[config.mk]
export PLATFORM = sky130hd
export DESIGN_NAME = instr_fetch_unit
export DESIGN_NICKNAME = d
export VERILOG_FILES = /design/src/rtl/mips_pkg.sv /design/src/rtl/fetch_next_pc.sv /design/src/rtl/instr_fetch_unit.sv
export SDC_FILE = /design/constraint.sdc
export NUM_CORES = 1
export LEC_CHECK = 0
export CORE_MARGIN = 2
export CORE_UTILIZATION = 35
export DETAILED_ROUTE_END_ITERATION = 8
export PLACE_DENSITY = 0.76
export SYNTH_ARGS = -nofsm -noshare
export SYNTH_HDL_FRONTEND = slang
export SYNTH_SLANG_ARGS = --single-unit
[constraint.sdc]
create_clock -name clk -period 7.5 [get_ports clk]
set_clock_uncertainty 0.2 [all_clocks]
set_input_delay 0.75 -clock clk [delete_from_list [all_inputs] [get_ports clk]]
set_output_delay 0.75 -clock clk [all_outputs]
set_load 0.02 [all_outputs]
[src/rtl/mips_pkg.sv]
// Shared MIPS definitions: opcodes, funct codes, field positions and fetch state.
package mips_pkg;

  // Primary opcodes
  localparam logic [5:0] OpRtype = 6'h00;
  localparam logic [5:0] OpAddi  = 6'h08;
  localparam logic [5:0] OpLw    = 6'h23;
  localparam logic [5:0] OpSw    = 6'h2b;
  localparam logic [5:0] OpBeq   = 6'h04;
  localparam logic [5:0] OpJ     = 6'h02;

  // R-type funct codes
  localparam logic [5:0] FunctAdd = 6'h20;
  localparam logic [5:0] FunctSub = 6'h22;
  localparam logic [5:0] FunctAnd = 6'h24;
  localparam logic [5:0] FunctOr  = 6'h25;
  localparam logic [5:0] FunctSlt = 6'h2a;

  // Instruction field bit positions
  localparam int unsigned OpMsb     = 31;
  localparam int unsigned OpLsb     = 26;
  localparam int unsigned RsMsb     = 25;
  localparam int unsigned RsLsb     = 21;
  localparam int unsigned RtMsb     = 20;
  localparam int unsigned RtLsb     = 16;
  localparam int unsigned RdMsb     = 15;
  localparam int unsigned RdLsb     = 11;
  localparam int unsigned ImmMsb    = 15;
  localparam int unsigned ImmLsb    = 0;
  localparam int unsigned FunctMsb  = 5;
  localparam int unsigned FunctLsb  = 0;
  localparam int unsigned TargetMsb = 25;
  localparam int unsigned TargetLsb = 0;

  typedef enum logic [0:0] {
    StFetch,
    StIssue
  } fetch_state_e;

  function automatic logic [31:0] sext_imm(input logic [15:0] imm);
    return {{16{imm[15]}}, imm};
  endfunction

endpackage

[src/rtl/fetch_next_pc.sv]
// Next-PC selection for the fetch stage: jump, taken branch, or sequential.
module fetch_next_pc
  import mips_pkg::*;
(
  input  logic [31:0] pc_plus4,
  input  logic [31:0] instr,
  input  logic        branch,
  input  logic        jump,
  input  logic        zero,
  output logic [31:0] next_pc
);

  // Jump has priority over a taken branch; addresses wrap mod 2^32.
  always_comb begin
    next_pc = pc_plus4;
    if (jump) begin
      next_pc = {pc_plus4[31:28], instr[TargetMsb:TargetLsb], 2'b00};
    end else if (branch && zero) begin
      next_pc = pc_plus4 + (sext_imm(instr[ImmMsb:ImmLsb]) << 2);
    end
  end

endmodule

[src/rtl/instr_fetch_unit.sv]
// Instruction fetch stage: PC, request/ack fetch, instruction register, retire count.
module instr_fetch_unit
  import mips_pkg::*;
#(
  parameter logic [31:0] RESET_PC = 32'h0000_0000
) (
  input  logic        clk,
  input  logic        rst,
  output logic        imem_req,
  output logic [31:0] imem_addr,
  input  logic        imem_ack,
  input  logic [31:0] imem_rdata,
  input  logic        stall,
  input  logic        branch,
  input  logic        jump,
  input  logic        zero,
  output logic        instr_valid,
  output logic [31:0] instr,
  output logic [5:0]  op_out,
  output logic [5:0]  func_out,
  output logic [4:0]  rs_out,
  output logic [4:0]  rt_out,
  output logic [4:0]  rd_out,
  output logic [15:0] imm_out,
  output logic [31:0] pc,
  output logic [31:0] pc_plus4,
  output logic [31:0] retired
);

  fetch_state_e state_q;
  logic [31:0]  pc_q;
  logic [31:0]  instr_q;
  logic [31:0]  retired_q;
  logic [31:0]  next_pc;

  assign pc        = pc_q;
  assign pc_plus4  = pc_q + 32'd4;
  assign imem_addr = pc_q;
  assign instr     = instr_q;
  assign retired   = retired_q;

  // Handshake outputs decode the state but are forced low for the whole reset cycle.
  assign imem_req    = (state_q == StFetch) && !rst;
  assign instr_valid = (state_q == StIssue) && !rst;

  assign op_out   = instr_q[OpMsb:OpLsb];
  assign func_out = instr_q[FunctMsb:FunctLsb];
  assign rs_out   = instr_q[RsMsb:RsLsb];
  assign rt_out   = instr_q[RtMsb:RtLsb];
  assign rd_out   = instr_q[RdMsb:RdLsb];
  assign imm_out  = instr_q[ImmMsb:ImmLsb];

  fetch_next_pc u_next_pc (
    .pc_plus4 (pc_plus4),
    .instr    (instr_q),
    .branch   (branch),
    .jump     (jump),
    .zero     (zero),
    .next_pc  (next_pc)
  );

  // Fetch/issue FSM with PC, instruction register and retire counter.
  always_ff @(posedge clk) begin
    if (rst) begin
      state_q   <= StFetch;
      pc_q      <= RESET_PC;
      instr_q   <= '0;
      retired_q <= '0;
    end else begin
      case (state_q)
        StFetch: begin
          if (imem_ack) begin
            instr_q <= imem_rdata;
            state_q <= StIssue;
          end
        end
        StIssue: begin
          // Ack is ignored here; only the commit moves the PC.
          if (!stall) begin
            pc_q      <= next_pc;
            retired_q <= retired_q + 32'd1;
            state_q   <= StFetch;
          end
        end
        default: state_q <= StFetch;
      endcase
    end
  end

endmodule

**Word-level counts from Yosys, hierarchy flattened**

Index checks and enable logic that the tools add are counted.

- Output and inout bits: 205
- Register bits: 97
- Logic and storage cells: 20
- Input bits: 39

- $add $sub $neg: 3
- Reduce and logical (&&, ||, !) cells: 6
- Bitwise gates (word level): 2
- Mux-type cells: 5

Operator list:

| operator | count |
|---|---|
| 32-bit 2-to-1 mux | 2 |
| 32-bit by 1-bit adder with 32-bit output, second input constant | 1 |
| 32-bit by 3-bit adder with 32-bit output, second input constant | 1 |
| 32-bit adder | 1 |
| 2-bit AND reduction | 2 |
| 1-bit logical AND | 3 |
| 1-bit 2-to-1 mux | 2 |
| 1-bit inverter | 2 |
| 1-bit one-hot mux with 2 select lines | 1 |
| 1-bit logical NOT | 1 |

**Logic depth before layout (Yosys ltp)**

Gate-level depths: netlist (run 1).

- Depth in word-level cells: 4
- Gate-level depth with buffers: 18
- Mapped depth without buffers: 18

**Cells and area by module**

From an unflattened synthesis (run 1), not the netlist that was laid out.

- Cell total of the unflattened synthesis: 951
- Area, all modules: 6,975.4 sq um

Modules (own cells, without submodules):

| module | cells an instance | area each (sq um) | seq. area each (sq um) | instances |
|---|---|---|---|---|
| instr_fetch_unit | 637 | 4,943.5 | 1,941.9 | 1 |
| fetch_next_pc | 314 | 2,031.9 | 0.0 | 1 |

**Worst setup path before layout (run 1)**

OpenSTA, ideal clock, no wires.

- Path type: flip-flop to flip-flop
- Start: register pc_q[8], in the netlist imem_addr[8]
- End: register pc_q[31], in the netlist imem_addr[31]
- Setup time: 123 ps
- Path buffers: 0
- Path slack: 2,983 ps
- Data required time: 7,177 ps
- Stages on the path, launching flop included: 19
- Period minus slack after synthesis: 4,517 ps
- Arrival time: 4,193 ps
- Cell sequence: dfxtp_1 > nand4_1 > nor3_1 > nand2_1 > nor2_1 > nand3_1 > xnor2_1 > ha_1 > inv_1 > o21ai_0 > a21o_1 > a21oi_1 > o21ai_0 > nand2_1 > nand2_1 > o31ai_4 > mux2i_1 > mux2i_1 > mux2_1

- Longest elaborated chain between the ends: 4

RTL lines:

| item | line | RTL |
|---|---|---|
| start: declaration | instr_fetch_unit.sv:31 | `logic [31:0] pc_q;` |
| start signal: assignment | instr_fetch_unit.sv:80 | `pc_q <= next_pc;` |
| 32-bit by 3-bit adder with 32-bit output | instr_fetch_unit.sv:37 | `assign pc_plus4 = pc_q + 32'd4;` |
| via pc_plus4[23] | instr_fetch_unit.sv:26 | `output logic [31:0] pc_plus4,` |
| 32-bit adder | fetch_next_pc.sv:19 | `next_pc = pc_plus4 + (sext_imm(instr[ImmMsb:ImmLsb]) << 2);` |
| 32-bit 2-to-1 mux | fetch_next_pc.sv:18 | `end else if (branch && zero) begin` |
| 32-bit 2-to-1 mux | fetch_next_pc.sv:16 | `if (jump) begin` |

The timed path passes the listed nets, and every way through them passes these cells.
A chain may end at the register's enable or synchronous reset.

**Worst setup path after layout (run 1)**

- Start: register pc_q[8], in the netlist imem_addr[8]
- End: register pc_q[31], in the netlist imem_addr[31]

- Longest elaborated chain between the ends: 4

RTL lines:

| item | line |
|---|---|
| 32-bit by 3-bit adder with 32-bit output * | instr_fetch_unit.sv:37 |
| 32-bit adder | fetch_next_pc.sv:19 |
| 32-bit 2-to-1 mux | fetch_next_pc.sv:18 |
| 32-bit 2-to-1 mux * | fetch_next_pc.sv:16 |

Mark *: on every way between the ends. The rest lies on a longest branch, timed or not.

==> flow_summary.ini, run 1 <==
[clocking]
clk_latency_ns = 0.36
ctsHoldBuffers = 0
post_cts_buffers = 0
path_clk_slew_ns = 0.08
cts_tree = built
cts_max_path_buffers = 2
cts_sinks = 95
cts_buffers = 9
cts_resized = 0
htree_num_levels = 3
cts-root-buf = clkbuf_16

[yosys]
yosys_warnings = 0
synth.distinct_cells = 62
syn_area_mm2 = 0.006623
ys_seq_elements = 95
synth-async-reset-ratio_pct = 0
synth_ff_type = dfxtp_1
synth_edf_count = 0
synth_cells = 860
avgSynthCellArea_um2 = 7.701
seq_area_frac_synth_pct = 28.72

[global_routing]
grt-ovfl-total = 0
grt_pass1_vias = 5994
grt_usage_pct = 20.29
antenna_found_initial = 0
grt_max_degree = 49
grt_pass1_wl_um = 32330

[hold_path]
min_from = instr[28]
hold_path_class = register to register

[detailed_routing]
viasPerCell = 5.263
drcViolationCount = 0
drt-pass1-iter-count = 5
initialDrtViolationCount = 508
wl_per_cell_um = 16.91
postRouteAntennaNets = 0
wl_um = 21060
route.vias.total = 6558

[final_layout]
nNetsFinal = 1084
layout_commonest_cell = clkdlybuf4s50_1
stdcell_area_mm2 = 0.008935
fin_util_pct = 47.93
layout-drive-gt1-share_pct = 4.051
syn_to_final_growth_pct = 34.91
layout_common_cells = clkdlybuf4s50_1, nand2_1, dfxtp_1, a21oi_1, nor2_1
antennaDiodeCount = 0
n_fill_cell = 1825

[sta]
tightest_slew_ns = 0.7997
fin_crit_ns = 4.919
fmax_ghz = 0.2033
finalSetupViolCount = 0
hold_slack_ns = 0.2793
tns_ns = 0
rsz0062_at_grt = no
hold_viol = 0
finalMaxSlewViolations = 0
maxSlewHeadroom_pct = 46.49
period_share_pct = 65.59

[worst_setup_path]
path_class = register to register
cp-end-kind = register
path_max_fanout = 7
rr_startpoint = imem_addr[8]
worst_setup_path_start_kind = register
r2r_cells = 18
worstPathArrival_ns = 4.97
crit_end = imem_addr[31]
startpoint = imem_addr[8]
r2r_end = imem_addr[31]
worstPathRequired_ns = 7.55
r2r_slack_ns = 2.58

[die]
io_pins = 244
num_rows = 50
die_y_um = 141.6
core_area_mm2 = 0.01864
die_area_mm2 = 0.02004
start_util_pct = 35.52
dieWidth_um = 141.6

[pwr]
irDropWorstVdd_mv = 0.1072
leakage_nw = 3.440
powerDensity_mw_per_mm2 = 143.2
power_mw = 1.280

[run_status]
status = finished, final reports clean

[placement]
globalplace.congestion = 0.9137
port_buffers = 237
dp_hpwl_um = 15630
detailed_place.area_mm2 = 0.008645

[flow_run]
drv_cap = 0
## report_power, final
group          internal (mW)  switching, mW  leakage (nW)
Combinational          0.122          0.152          2.53
Sequential             0.519         0.0257         0.772
Clock                  0.232          0.229         0.137
## layout make-up
class | count | area (µm²) | area share, %
timing repair buffer | 245 | 2430 | 27.20
inverter | 7 | 26.28 | 0.2941
tap | 234 | 292.8 | 3.277
sequential | 95 | 1902 | 21.29
clock buffer | 9 | 225.2 | 2.521
clock inverter | 7 | 65.06 | 0.7282
multi-input combinational | 649 | 3994 | 44.70
## worst max-delay path, cell delays in order (launching register included)
cell and delay [ns]:
dfxtp_1 0.46, nand4_1 0.20, nor3_1 0.63, nand2_1 0.11, nor2_1 0.45, nand3_1 0.16, xnor2_1 0.37, ha_1 0.35
inv_1 0.06, o21ai_0 0.08, a21o_1 0.20, a21oi_1 0.20, o21ai_0 0.11, nand2_1 0.10, nand2_1 0.10, o31ai_4 0.24
mux2i_1 0.25, mux2i_1 0.22, mux2_1 0.32
## state kept, by name, summed over array words and instances, names as in the netlist
signal     flops
instr         32
state_q        1
retired       32
imem_addr     30
## kinds of logic after synthesis
family | Yosys count | synth area share [%]
muxes | 5 | 0.7746
xor gates and xnor gates | 75 | 9.919
DFF | 95 | 28.72
buffers and inverters | 121 | 11.34
adders and majority gates | 38 | 7.293
other | 1 | 0.05662
and+or+nand+nor | 330 | 22.63
AOI/OAI and AO/OA | 195 | 19.27
## per-stage QoR
stage,instances,setup slack [ns]
2_1_floorplan,865,2.983
4_1_cts,1246,2.630
6_report,1246,2.581
5_1_grt,1246,2.202
3_5_place_dp,1230,2.665
3_3_place_gp,1230,2.864
## metal layers
layer  GRT usage (%)  share of wire, %  vias to the layer above
met5               0                 0                        -
met4           6.105               1.8                        0
met3           4.421               7.2                       29
li1                -                 -                     3206
met1           26.75                44                     3048
met2           33.34                47                      275
## worst min path at each step
stage | to | slack [ns] | cells past startpoint
3_3_place_gp | instr[26] | 0.26 | 2
5_1_grt | instr[28] | 0.30 | 2
2_1_floorplan | state_q | 0.29 | 2
3_5_place_dp | instr[28] | 0.27 | 2
4_1_cts | instr[28] | 0.28 | 2
6_report | instr[28] | 0.28 | 2
## Yosys cell counts (all sizes together), types with 4 or more instances
library cell	instances	area (µm²)
nor2	77	289.0
xor2	44	385.4
o22ai	4	25.02
xnor2	31	271.5
dfxtp	95	1902
clkbuf	34	127.6
nand2	139	521.8
o21a	4	30.03
ha	37	462.9
o211ai	13	97.59
nand2b	7	43.79
nand4	12	75.07
and4	5	43.79
a32o	5	50.05
inv	6	22.52
o21ai	23	126.4
or3	10	62.56
mux2i	4	40.04
nand3	31	155.2
a311oi	5	43.79
and2	5	31.28
nor2b	9	56.30
a21oi	91	463.0
buf	80	596.8
and3	19	118.9
nor3	10	55.05
a21o	13	97.59
a211oi	6	45.04
(Power assumes the default switching activity.)
==> run 2, diff against run 1 <==
- PLACE_DENSITY: 0.76 -> 0.78
- clock period: 7.5 -> 4.2 ns (I/O delays scaled with it)
==> flow_summary.ini, run 2 (same netlist as run 1, synthesis figures left out) <==
[pwr]
clkPwrFrac_pct = 35.0
power_frac_seq_pct = 42.5
p_sw_mw = 0.7162
irDropWorstVdd_mv = 0.1807
power_mw = 2.283
sw_frac_of_total_pct = 31.37
leakage_nw = 3.727
intPower_mw = 1.567
powerDensity_mw_per_mm2 = 242.8
p_comb_share_pct = 22.5

[detailed_routing]
drcViolationCount = 0
postRouteAntennaNets = 0
wl_um = 21410
wl_per_cell_um = 16.67
viasPerCell = 5.186
route.vias.total = 6659
drt-pass1-iter-count = 5
initialDrtViolationCount = 461

[final_layout]
multi_input_area_mm2 = 0.004169
syn_to_final_growth_pct = 41.94
layout-drive-gt1-share_pct = 10.10
fin_util_pct = 50.42
antennaDiodeCount = 0
n_fill_cell = 1722
nNetsFinal = 1122
layout_commonest_cell = clkdlybuf4s50_1
fin_cells = 1284
layout_common_cells = clkdlybuf4s50_1, nand2_1, dfxtp_1, a21oi_1, nor2_1
stdcell_area_mm2 = 0.009400
regArea_mm2 = 0.001907

[sta]
period_share_pct = 96.35
fin_crit_ns = 4.047
tightest_slew_ns = 1.145
finalSetupViolCount = 0
rsz0062_at_grt = yes
maxSlewHeadroom_pct = 23.63
finalMaxSlewViolations = 0
hold_viol = 0
setup_slack_ns = 0.1532
fmax_ghz = 0.2471

[global_routing]
busiest_layer = met2
met3_usage_pct = 4.691
grt-ovfl-total = 0
use_met1_pct = 26.48
grt_usage_pct = 20.82
antenna_found_initial = 0
grt_pass1_wl_um = 33150
grt_max_degree = 59
grt_pass1_vias = 6262
use_met2_pct = 35.28

[die]
start_util_pct = 35.52
die_y_um = 141.6
num_rows = 50
io_pins = 244
core_area_mm2 = 0.01864
die_area_mm2 = 0.02004
dieWidth_um = 141.6

[worst_setup_path]
path_max_fanout = 4
crit_buf_inv = 1
worst_setup_path_start_kind = register
worstPathCellList = ha_1 > nand4_1 > buf_4 > nor2_1 > xor2_2 > ha_1 > a21o_1 > a21oi_1 > o21a_1 > o31ai_2 > a31o_1 > o21ai_2 > a21oi_2 > o31ai_4 > mux2i_1 > mux2i_1 > mux2_1
max_stage_delay_ns = 0.34
cp_top_family = compound AO/OA/AOI/OAI gates
path_class = register to register
critical_path_depth = 17
startpoint = imem_addr[3]
worstPathArrival_ns = 4.09
r2r_cells = 17
cp-end-kind = register
rr_startpoint = imem_addr[3]
cp_slowest_cell = dfxtp_1
worstPathRequired_ns = 4.25

[hold_path]
whs_path_depth = 2
min_from = instr[30]
hold_path_class = register to register

[placement]
place_inst = 1264
pre_cts_ws_ns = 0.04346
dp_hpwl_um = 16200
detailed_place.area_mm2 = 0.009010
globalplace.congestion = 0.9331
port_buffers = 237

[clocking]
cts_buffers = 9
cts_max_path_buffers = 2
htree_num_levels = 3
cts_tree = built
cts-root-buf = clkbuf_16
clk_latency_ns = 0.36
cts_sinks = 95
ctsHoldBuffers = 0
path_clk_slew_ns = 0.07

[flow_run]
drv_cap = 0

[run_status]
status = finished, final reports clean
-- run 2: cell types whose count changed in the layout (fill, tap and decap cells not counted), sizes merged --
| cell | change |
|---|---|
| inv | -3 |
| buf | +38 |
| clkinv | +2 |
| clkinvlp | +1 |
-- run 2: worst paths after layout --
kind,endpoint,slack (ns)
setup / recovery,imem_addr[31],0.15
hold / removal,instr[30],0.28
setup reg to reg,imem_addr[31],0.15
hold reg to reg,instr[30],0.28
-- run 2: repair_timing --
action	in CTS	in global routing
endpoints found under the setup margin	0	6
setup buffers	0	4
gates resized for setup	0	14
-- run 2: final cells by class --
| cell class | instances | area share [%] |
|---|---|---|
| timing repair buffer | 283 | 28.92 |
| tap | 234 | 3.115 |
| clock buffer | 9 | 2.396 |
| multi-input combinational | 649 | 44.35 |
| clock inverter | 7 | 0.6522 |
| inverter | 7 | 0.2795 |
| sequential | 95 | 20.28 |
-- run 2: metal layers --
layer,share of wire (%),up-vias,wire length [µm]
met1,43,3130,9161
li1,-,3269,-
met3,6.9,33,1467
met2,48,227,10340
met4,2.1,0,440
met5,0,-,0
-- run 2: per-stage QoR --
step	setup TNS, ns	hold WS (ns)
2_1_floorplan	0	0.2862
3_3_place_gp	0	0.2605
3_5_place_dp	0	0.2658
4_1_cts	0	0.2789
5_1_grt	-0.06599	0.3023
6_report	0	0.2786
-- run 2: power groups by stage --
stage	clock network [mW]	logic, mW	registers, mW
5_1_grt	0.859	0.550	0.975
3_5_place_dp	0	0.508	0.989
2_1_floorplan	0	0.284	1.02
4_1_cts	0.820	0.511	0.969
6_report	0.800	0.513	0.970
3_3_place_gp	0	0.504	0.989
-- run 2: worst reg2reg max path, delay by kind of cell (launching register included) --
kind | cells | cell delay, ns
multiplexers | 3 | 0.80
AND/OR/NAND/NOR | 2 | 0.27
XOR/XNOR | 1 | 0.18
AO/OA/AOI/OAI | 8 | 1.48
buffers and inverters | 1 | 0.17
adder cells (fa/ha/maj) | 2 | 0.50
flip-flops | 1 | 0.34
==> run 3, diff against run 2 <==
- MAX_ROUTING_LAYER: not set -> met4
==> flow_summary.ini, run 3 (same netlist as run 1, synthesis figures left out) <==
[placement]
dp_hpwl_um = 16230
place_inst = 1262
detailed_place.area_mm2 = 0.008995
port_buffers = 237
globalplace.congestion = 0.9540
pre_cts_ws_ns = 0.04521

[detailed_routing]
wl_um = 21820
viasPerCell = 5.261
route.vias.total = 6771
drcViolationCount = 0
wl_per_cell_um = 16.96
postRouteAntennaNets = 0
drt-pass1-iter-count = 5
initialDrtViolationCount = 560

[worst_setup_path]
r2r_slack_ns = 0.14
r2r_end = imem_addr[31]
rr_startpoint = imem_addr[3]
path_max_fanout = 5
r2r_cells = 16
startpoint = imem_addr[3]
worstPathRequired_ns = 4.25
worstPathArrival_ns = 4.11
cp-end-kind = register
path_class = register to register
worst_setup_path_start_kind = register
crit_end = imem_addr[31]

[final_layout]
fin_cells = 1287
stdcell_area_mm2 = 0.009478
regArea_mm2 = 0.001907
syn_to_final_growth_pct = 43.11
layout_commonest_cell = clkdlybuf4s50_1
n_fill_cell = 1750
layout-drive-gt1-share_pct = 11.11
layout_common_cells = clkdlybuf4s50_1, nand2_1, dfxtp_1, a21oi_1, nor2_1
nNetsFinal = 1125
fin_util_pct = 50.84
antennaDiodeCount = 0
multi_input_area_mm2 = 0.004224

[sta]
finalMaxSlewViolations = 0
maxSlewHeadroom_pct = 43.00
setup_slack_ns = 0.1373
hold_viol = 0
tightest_slew_ns = 0.8519
finalSetupViolCount = 0
period_share_pct = 96.73
fmax_ghz = 0.2461
fin_crit_ns = 4.063
rsz0062_at_grt = yes

[die]
die_y_um = 141.6
num_rows = 50
core_area_mm2 = 0.01864
io_pins = 244
die_area_mm2 = 0.02004
dieWidth_um = 141.6
start_util_pct = 35.52

[pwr]
p_comb_share_pct = 22.5
power_frac_seq_pct = 42.0
intPower_mw = 1.576
leakage_nw = 3.763
clkPwrFrac_pct = 35.5
irDropWorstVdd_mv = 0.1975
powerDensity_mw_per_mm2 = 243.3
p_sw_mw = 0.7299
sw_frac_of_total_pct = 31.65

[clocking]
cts_buffers = 9
cts_tree = built
clk_latency_ns = 0.36
cts_sinks = 95
cts-root-buf = clkbuf_16
cts_max_path_buffers = 2
path_clk_slew_ns = 0.08
htree_num_levels = 3

[global_routing]
grt_pass1_vias = 6310
antenna_found_initial = 0
grt_max_degree = 55
grt_pass1_wl_um = 33210
grt_usage_pct = 21.34
grt-ovfl-total = 0

[run_status]
status = finished, final reports clean

[hold_path]
hold_path_class = primary input to register

[flow_run]
drv_cap = 0
-- run 3: cell count changes in the layout (fill, tap and decap cells not counted), sizes merged --
cell | before | now
clkinvlp | 3 | 1
inv | 6 | 11
clkinv | 5 | 2
buf | 47 | 50
-- run 3: worst min path at each step --
stage	cells after the start	slack, ns	to	start
6_report	2	0.28	retired[13]	rst
5_1_grt	2	0.28	retired[13]	rst
4_1_cts	2	0.27	retired[11]	rst
3_5_place_dp	2	0.27	instr[29]	instr[29]
3_3_place_gp	2	0.26	instr[29]	instr[29]
2_1_floorplan	2	0.29	state_q	state_q
-- run 3: power groups by stage --
| stage | combinational [mW] | sequential, mW | clock [mW] |
|---|---|---|---|
| 5_1_grt | 0.553 | 0.973 | 0.876 |
| 6_report | 0.519 | 0.968 | 0.819 |
| 4_1_cts | 0.512 | 0.967 | 0.837 |
| 3_5_place_dp | 0.509 | 0.988 | 0 |
| 2_1_floorplan | 0.284 | 1.02 | 0 |
| 3_3_place_gp | 0.503 | 0.988 | 0 |
-- run 3: through the flow --
stage | setup TNS (ns) | power [mW] | hold WS, ns
2_1_floorplan | 0 | 1.299 | 0.2862
3_3_place_gp | 0 | 1.491 | 0.2624
3_5_place_dp | 0 | 1.497 | 0.2667
4_1_cts | 0 | 2.316 | 0.2713
5_1_grt | -0.07098 | 2.402 | 0.2808
6_report | 0 | 2.306 | 0.2757
-- run 3: timing repair --
action / CTS / global route
hold endpoints to repair: 0 / 0
hold buffers: 0 / 0
resized for setup: 0 / 24
buffers inserted: 0 / 9
setup endpoints to repair: 0 / 4
-- run 3: cell type report --
| type | count | share of cell area [%] |
|---|---|---|
| Multi-Input combinational cell | 649 | 44.57 |
| Clock buffer | 9 | 2.376 |
| Sequential cell | 95 | 20.12 |
| Timing Repair Buffer | 286 | 28.92 |
| Tap cell | 234 | 3.089 |
| Clock inverter | 7 | 0.6469 |
| Inverter | 7 | 0.2772 |
-- run 3: critical path: stages (launching register included) --
cell and delay [ns]:
dfxtp_1 0.34, buf_4 0.14, nand2_2 0.08, nor3_4 0.34, buf_6 0.16, nand3_1 0.12
xnor2_2 0.30, ha_4 0.27, and2_2 0.21, a22o_1 0.18, a31o_1 0.24, o21ai_2 0.21
a21oi_2 0.11, o31ai_4 0.25, mux2i_1 0.24, mux2i_1 0.22, mux2_1 0.33
-- run 3: metal layers --
layer  vias to the layer above  share of wire, %  track usage, %
li1                       3294                 -               -
met5                         -                 0               -
met2                       225                48           35.00
met3                        36               5.7           3.746
met4                         0               2.3           7.474
met1                      3216                44           26.56
